## src/rtl/sprite_draw_scheduler.sv

```systemverilog
// Round-robin sprite draw scheduler: grants one requester and scans its sprite through
// the ROM. It then turns each returned pixel into a screen-space VGA plot write.
module sprite_draw_scheduler #(
   parameter int           NUM_REQ     = 4,
   parameter int           WIDTH_SEL   = 2,
   parameter int           SPRITE_W    = 10,
   parameter int           SPRITE_H    = 10,
   parameter int           WIDTH_SX    = 4,
   parameter int           WIDTH_SY    = 4,
   parameter int           SCREEN_W    = 160,
   parameter int           SCREEN_H    = 120,
   parameter int           WIDTH_X     = 8,
   parameter int           WIDTH_Y     = 7,
   parameter logic [2:0]   TRANSPARENT = 3'b101
) (
   input  logic                         clk,
   input  logic                         resetn,
   input  logic [NUM_REQ-1:0]           req,
   input  logic [NUM_REQ*WIDTH_X-1:0]   req_x,
   input  logic [NUM_REQ*WIDTH_Y-1:0]   req_y,
   output logic [NUM_REQ-1:0]           done,
   output logic                         busy,
   output logic [WIDTH_SEL-1:0]         sprite_sel,
   output logic [WIDTH_SX-1:0]          sx,
   output logic [WIDTH_SY-1:0]          sy,
   input  logic [2:0]                   rom_color,
   output logic [WIDTH_X-1:0]           vga_x,
   output logic [WIDTH_Y-1:0]           vga_y,
   output logic [2:0]                   vga_color,
   output logic                         vga_plot
);

   typedef enum logic [1:0] {IDLE, SCAN, FLUSH, DONE} state_t;

   state_t                       state, state_nxt;
   logic [WIDTH_SEL-1:0]         ptr;
   logic [WIDTH_SEL-1:0]         gnt_idx;
   logic                         gnt_any;
   logic [WIDTH_X-1:0]           org_x;
   logic [WIDTH_Y-1:0]           org_y;
   logic [WIDTH_X:0]             px;
   logic [WIDTH_Y:0]             py;
   logic                         vld;
   logic                         last_col, last_row;
   logic [NUM_REQ*WIDTH_X-1:0]   xs;
   logic [NUM_REQ*WIDTH_Y-1:0]   ys;

   // First pending requester at or after p, searching upward with wrap; MSB = found.
   function automatic logic [WIDTH_SEL:0] pick(input logic [NUM_REQ-1:0] r,
                                                 input logic [WIDTH_SEL-1:0] p);
      logic [WIDTH_SEL:0] res;
      logic [NUM_REQ-1:0] sh;
      int                 idx;
      res = '0;
      for (int k = NUM_REQ - 1; k >= 0; k--) begin
         idx = (int'(p) + k) % NUM_REQ;
         sh  = r >> idx;
         if (sh[0]) res = {1'b1, WIDTH_SEL'(idx)};
      end
      return res;
   endfunction

   always_comb begin
      {gnt_any, gnt_idx} = pick(req, ptr);
   end

   assign xs       = req_x >> (int'(gnt_idx) * WIDTH_X);
   assign ys       = req_y >> (int'(gnt_idx) * WIDTH_Y);
   assign last_col = (sx == WIDTH_SX'(SPRITE_W - 1));
   assign last_row = (sy == WIDTH_SY'(SPRITE_H - 1));

   always_comb begin
      state_nxt = state;
      case (state)
         IDLE:    if (gnt_any) state_nxt = SCAN;
         SCAN:    if (last_col && last_row) state_nxt = FLUSH;
         FLUSH:   state_nxt = DONE;
         DONE:    state_nxt = IDLE;
         default: state_nxt = IDLE;
      endcase
   end

   always_ff @(posedge clk or negedge resetn) begin
      if (!resetn) begin
         state      <= IDLE;
         ptr        <= '0;
         sprite_sel <= '0;
         sx         <= '0;
         sy         <= '0;
         org_x      <= '0;
         org_y      <= '0;
         px         <= '0;
         py         <= '0;
         vld        <= 1'b0;
      end else begin
         state <= state_nxt;
         // Valid trails the scan by one cycle, matching the ROM read latency.
         vld   <= (state == SCAN);
         case (state)
            IDLE: begin
               if (gnt_any) begin
                  sprite_sel <= gnt_idx;
                  org_x      <= xs[WIDTH_X-1:0];
                  org_y      <= ys[WIDTH_Y-1:0];
                  sx         <= '0;
                  sy         <= '0;
               end
            end
            SCAN: begin
               px <= (WIDTH_X+1)'(org_x) + (WIDTH_X+1)'(sx);
               py <= (WIDTH_Y+1)'(org_y) + (WIDTH_Y+1)'(sy);
               if (!last_col) begin
                  sx <= sx + 1'b1;
               end else if (!last_row) begin
                  sx <= '0;
                  sy <= sy + 1'b1;
               end
            end
            DONE: begin
               ptr <= (int'(sprite_sel) == NUM_REQ - 1) ? '0 : sprite_sel + 1'b1;
            end
            default: ;
         endcase
      end
   end

   assign busy      = (state != IDLE);
   assign done      = (state == DONE) ? (NUM_REQ'(1) << sprite_sel) : '0;
   assign vga_x     = px[WIDTH_X-1:0];
   assign vga_y     = py[WIDTH_Y-1:0];
   assign vga_color = rom_color;
   // The extra sum bit keeps off-screen pixels from aliasing back onto the screen.
   assign vga_plot  = vld && (rom_color != TRANSPARENT)
                      && (px < (WIDTH_X+1)'(SCREEN_W))
                      && (py < (WIDTH_Y+1)'(SCREEN_H));

endmodule
```

## config.mk

```make
export PLATFORM = sky130hd
export DESIGN_NAME = sprite_draw_scheduler
export DESIGN_NICKNAME = d
export VERILOG_FILES = /design/src/rtl/sprite_draw_scheduler.sv
export SDC_FILE = /design/constraint.sdc
export NUM_CORES = 1
export LEC_CHECK = 0
export ABC_CLOCK_PERIOD_IN_PS = 5000
export CORE_ASPECT_RATIO = 1.25
export CORE_MARGIN = 2
export CORE_UTILIZATION = 50
export DETAILED_ROUTE_END_ITERATION = 12
export PLACE_DENSITY_LB_ADDON = 0.05
export SETUP_SLACK_MARGIN = 0.4
export SLEW_MARGIN = 15
export SYNTH_ARGS = -nofsm -noshare
export SYNTH_HDL_FRONTEND = slang
export SYNTH_SLANG_ARGS = --single-unit
```

## constraint.sdc

```tcl
create_clock -name clk -period 5 [get_ports clk]
set_clock_uncertainty 0.1 [all_clocks]
set_input_delay 1 -clock clk [delete_from_list [all_inputs] [get_ports clk]]
set_output_delay 1 -clock clk [all_outputs]
set_load 0.01 [all_outputs]
```

# --- Yosys cells after proc, flatten, opt, wreduce, memory -nomap -nowiden ---
# Cells that the tools add are included.
op_classes:
  n_addsub: 8
  mul: 1
  order_cmp: 2
  eq_ne: 12
  shifts: 7
  muxes: 16
  bitwise: 3
  n_reduce_logical: 14
op_table:
  columns: ["cell", "count"]
  rows:
  - ["right shift 4 x 32 -> 1 bit", 3]
  - ["right shift 32 x 5 -> 8 bit", 1]
  - ["right shift 28 x 5 -> 7 bit", 1]
  - ["2-to-1 mux 4 bit", 6]
  - ["case mux 4 bit (2 select lines)", 2]
  - ["2-to-1 mux 3 bit", 4]
  - ["adder 8 x 4 -> 9 bit", 1]
  - ["less-than comparator 9 x 8 -> 1 bit, second input constant", 1]
  - ["adder 4 x 1 -> 4 bit, second input constant", 2]
  - ["adder 7 x 4 -> 8 bit", 1]
  - ["== test 4 bit, second input constant", 2]
  - ["less-than comparator 8 x 7 -> 1 bit, second input constant", 1]
  - ["!= test 2 bit, second input constant", 4]
  - ["case mux 2 bit (4 select lines)", 1]
  - ["2-to-1 mux 2 bit", 3]
  - ["!= test 3 bit, second input constant", 2]
  - ["OR reduction 2 bit", 3]
  - ["multiplier 2 x 3 -> 5 bit, second input constant", 1]
  - ["adder 2 x 1 -> 2 bit, second input constant", 2]
  - ["adder 2 bit, second input constant", 2]
  - ["== test 2 x 1 -> 1 bit, second input constant", 2]
  - ["== test 2 bit, second input constant", 2]
  - ["logical AND 1 bit", 4]
  - ["AND reduction 2 bit", 2]
  - ["other kinds (7)", 10]
word_totals:
  reg_bits: 47
  inputBits: 69
  out_inout_bits: 34
  wordCells: 73

# --- Logic depth before layout (Yosys ltp) ---
depth:
  ltp_word: 10
  ltp_mapped: 8
  depth_no_buf: 8

# --- Worst setup path before layout ---
# OpenSTA, ideal clock, no wires.
synth_timing:
  path_kind: "input -> output"
  startpoint: "input port rom_color[2]"
  endpoint: "output port vga_plot"
  t_arrival_ns: 1.267
  required_ns: 3.900
  slack_ns: 2.633
  cell_stages: 3
  path_buffers: 0
  path_cell_list: "nand2_1 -> o21ai_0 -> nor2_1"
synth_between:
  elab_chain_cells: 4
synth_lines:
  columns: ["item", "line", "text"]
  rows:
  - ["from (decl)", "26", "input logic [2:0] rom_color,"]
  - ["!= test 3 bit", "133", "assign vga_plot = vld && (rom_color != TRANSPARENT)"]
  - ["logical AND 1 bit", "133", null]
  - ["logical AND 1 bit", "134", "&& (px < (WIDTH_X+1)'(SCREEN_W))"]
  - ["logical AND 1 bit", "135", "&& (py < (WIDTH_Y+1)'(SCREEN_H));"]
  - ["to (decl)", "30", "output logic vga_plot"]
# No other way between the ends.

# --- Worst setup path after layout ---
layout_timing:
  startpoint: "input port req[1]"
  endpoint: "register org_x[3]"
layout_between:
  elab_chain_cells: 6
  word_cells_on_any_way: 10
layout_lines:
  columns: ["item", "line", "text"]
  rows:
  - ["from (decl)", "18", "input logic [NUM_REQ-1:0] req,"]
  - ["right shift 4 x 32 -> 1 bit", "57", "sh = r >> idx;"]
  - ["2-to-1 mux 3 bit (3 in series)", "58", "if (sh[0]) res = {1'b1, WIDTH_SEL'(idx)};"]
  - ["2-to-1 mux 3 bit (*)", "58", null]
  - ["right shift 32 x 5 -> 8 bit or AND reduction 2 bit (tied branches)", null, null]
  - ["to (signal assigned)", "103", "org_x <= xs[WIDTH_X-1:0];"]
  - ["to (decl)", "39", "logic [WIDTH_X-1:0] org_x;"]
# Mark *: on every way between the ends. The rest lies on a longest branch, timed or not.
# A chain may end at the register's enable or synchronous reset.

==> results_dict.tcl <==
set metrics [dict create \
    status "finished clean" \
    cts_setup_buffers 0 \
    timing.setup.critical_path_class "input port to register" \
    crit_path_start "req[1]" \
    path_clk_slew_ns 0.08 \
    cts_hold_buf 0 \
    num_vias 2447 \
    drt_iter0_markers 86 \
    slew_headroom_pct 51.1 \
    avgSynthCellArea_sq_um 10.0 \
    r2r_setup_slack_ns 2.59 \
    slew_violations 0 \
    synth_warnings 0 \
    irDropWorstVdd_uv 291 \
    vias_per_cell 5.24 \
    async_flop_share_pct 100 \
    ys_seq_elements 47 \
    grt.overflow.total 0 \
    reg2reg_from "state[0]$_DFFE_PN0P_" \
    numCtsBuffers 5 \
    antenna_cells 0 \
    syn-num-nets 395 \
    synth_top_area_share_pct 38.5 \
    cp_top_family "simple AND/OR/NAND/NOR gates" \
    critPathCaptureType "register" \
    post_cts_resized 0 \
    crit_path_max_fanout 21 \
    drive_gt1_share_pct 5.71 \
    cpMaxStageDelayCell "nand2b_1" \
    htree_levels 2 \
    crit_chain "clkdlybuf4s50_1 -> nor4_1 -> nand2b_1 -> or2_1 -> o221ai_1" \
    fillerInstances 494 \
    cts_tree "built" \
    p_leak_uw 0.00187 \
    arrival_ns 3.50 \
    worstSkewPairLatency_ns 0.30 \
    die_x_microns 73.9 \
    synth_top_area_cell "dfrtp_1" \
    fin_tns_setup_ns 0 \
    p_int_uw 1270 \
    grt_pass1_vias 2402 \
    routed_wl_mm 6.77 \
    drcViolationCount 0 \
    final_cell_mix "clkdlybuf4s50_1, dfrtp_1, mux2i_1" \
    worst-slew-pin-transition_ns 0.734 \
    grtUsageTotal_pct 21.1 \
    fmax_mhz 289 \
    grt_max_degree 48 \
    p_comb_share_pct 55.2 \
    fin_crit_sh_pct 69.1 \
    pwr-share-seq_pct 33.9 \
    globalplace.congestion 0.807 \
    io_buffers 102 \
    area_delta_synth_final_pct 32.9 \
    rr_worst_depth 5 \
    die_h_microns 91.4 \
    p_total_uw 2110 \
    final_common_cell "clkdlybuf4s50_1" \
    crit_end "org_x[3]$_DFFE_PN0P_" \
    holdCritPathClass "register to register" \
    synth_cell_types 40 \
    drtAntennaViolNets 0 \
    drt_pass1_iterations 4 \
    max_stage_delay_ns 0.66 \
    initial_core_util_pct 52.1 \
    syn-cell-area_sq_um 3050 \
    nets 476 \
    crit_required_ns 5.04 \
    die-area_sq_um 6750 \
    core_sq_um 5860 \
    rsz0062_at_grt "no" \
    ys_seq_area_share_pct 38.5 \
    clockBufferDepth 2 \
    cts_root_buffer "clkbuf_8" \
    syn-instance-count 304 \
    setup_viol 0 \
    maxCapViolCount 0 \
    io_pins 103 \
    min_period_ns 3.46 \
    cp.depth 5 \
    synth_edf_count 0 \
    cts_sinks 47 \
    switching_share_pct 39.8 \
    cp_num_buf_inv 1 \
    clkPwrFrac_pct 10.9 \
    wl_per_cell_microns 14.5 \
    switchingPower_uw 840 \
    grt_first_pass_wirelength_mm 11.1 \
    antenna_found_initial 0 \
    ys.flop_type "dfrtp_1" \
    power_density_nw_per_um2 520 \
    cp-start-kind "input port" \
    hold_viol 0 \
    num_rows 31 \
    r2r-end "org_x[3]$_DFFE_PN0P_" \
    ys_top_cells_by_area "dfrtp_1, mux2i_1, ha_1" \
    hpwl_mm 5.21 \
]
[metrics by stage]
stage / utilization (%) / area, sq um / worst slack [ns] / cells / hold slack [ns]
6_report: 69.3 / 4060 / 1.54 / 467 / 0.400
2_1_floorplan: - / 3050 / 2.63 / 304 / 0.360
3_3_place_gp: 67.7 / 3970 / 1.45 / 460 / 0.375
5_1_grt: 69.3 / 4060 / 1.33 / 467 / 0.435
4_1_cts: 69.2 / 4060 / 1.59 / 467 / 0.402
3_5_place_dp: 67.7 / 3970 / 1.27 / 460 / 0.382
[flip-flops by register name, indices dropped and copies added (netlist names)]
| name | count |
|---|---|
| py | 8 |
| org_x | 8 |
| org_y | 7 |
| ptr | 2 |
| vld | 1 |
| sprite_sel | 2 |
| state | 2 |
| sx | 4 |
| sy | 4 |
| px | 9 |
[worst min path at each step]
| stage | startpoint | endpoint | depth (start not counted) |
|---|---|---|---|
| final | org_y[3]$_DFFE_PN0P_ | org_y[3]$_DFFE_PN0P_ | 2 |
| after global routing | py[0]$_DFFE_PN0P_ | py[0]$_DFFE_PN0P_ | 1 |
| after CTS | org_y[3]$_DFFE_PN0P_ | org_y[3]$_DFFE_PN0P_ | 2 |
| after detailed placement | org_y[3]$_DFFE_PN0P_ | org_y[3]$_DFFE_PN0P_ | 2 |
| after global placement | org_y[3]$_DFFE_PN0P_ | org_y[3]$_DFFE_PN0P_ | 2 |
| after floorplan | org_x[2]$_DFFE_PN0P_ | org_x[2]$_DFFE_PN0P_ | 2 |
[tightest hold or removal path, cell delays in order (launching register included)]
cell and delay (ns):
dfrtp_1 0.36, nand2_1 0.05, o221ai_1 0.06
[cell usage after synthesis (6+ instances only)]
library cell and instances:
a21oi_1 12, nand2_1 29, mux2_2 9, xnor2_1 8, dfrtp_1 47, inv_1 18
o21ai_0 7, nor2_1 16, o221ai_1 15, ha_1 20, mux2i_1 31, and2_1 6
a21o_1 6, buf_4 19
[metal layers]
layer  vias to the layer above  routed length [microns]  share of wire [%]  GRT usage [%]
met2                        87                     3320                 49           35.3
met1                      1146                     2980                 44           26.9
met4                         0                       88                1.3           5.91
met3                         7                      388                5.7           4.55
met5                         -                        0                  0              0
li1                       1207                        -                  -              -
[logic make-up after synthesis]
logic type,after synthesis,share of synthesized area [%]
AO/OA/AOI/OAI,58,13.5
XOR/XNOR,12,3.44
adder cells (fa/ha/maj),22,9.51
buffers and inverters,49,9.51
flip-flops,47,38.5
multiplexers,40,13.5
AND/OR/NAND/NOR,76,12.0
[power groups by stage]
stage / registers (uW) / logic, uW / clock network [uW]
floorplan: 686 / 866 / 0
global placement: 715 / 1140 / 0
detailed placement: 724 / 1170 / 0
CTS: 716 / 1180 / 235
global route: 744 / 1300 / 250
finish: 716 / 1160 / 230
[cell type report]
cell class                      instances  area, sq um  share of cell area [%]
Multi-Input combinational cell        208         1590                    39.1
Sequential cell                        47         1180                    29.0
Timing Repair Buffer                  104         1030                    25.5
Tap cell                               82          103                    2.53
Clock buffer                            6         82.6                    2.04
Inverter                               19         71.3                    1.76
Clock inverter                          1         5.00                   0.123
Note: power is estimated with default switching activity, not from simulation.
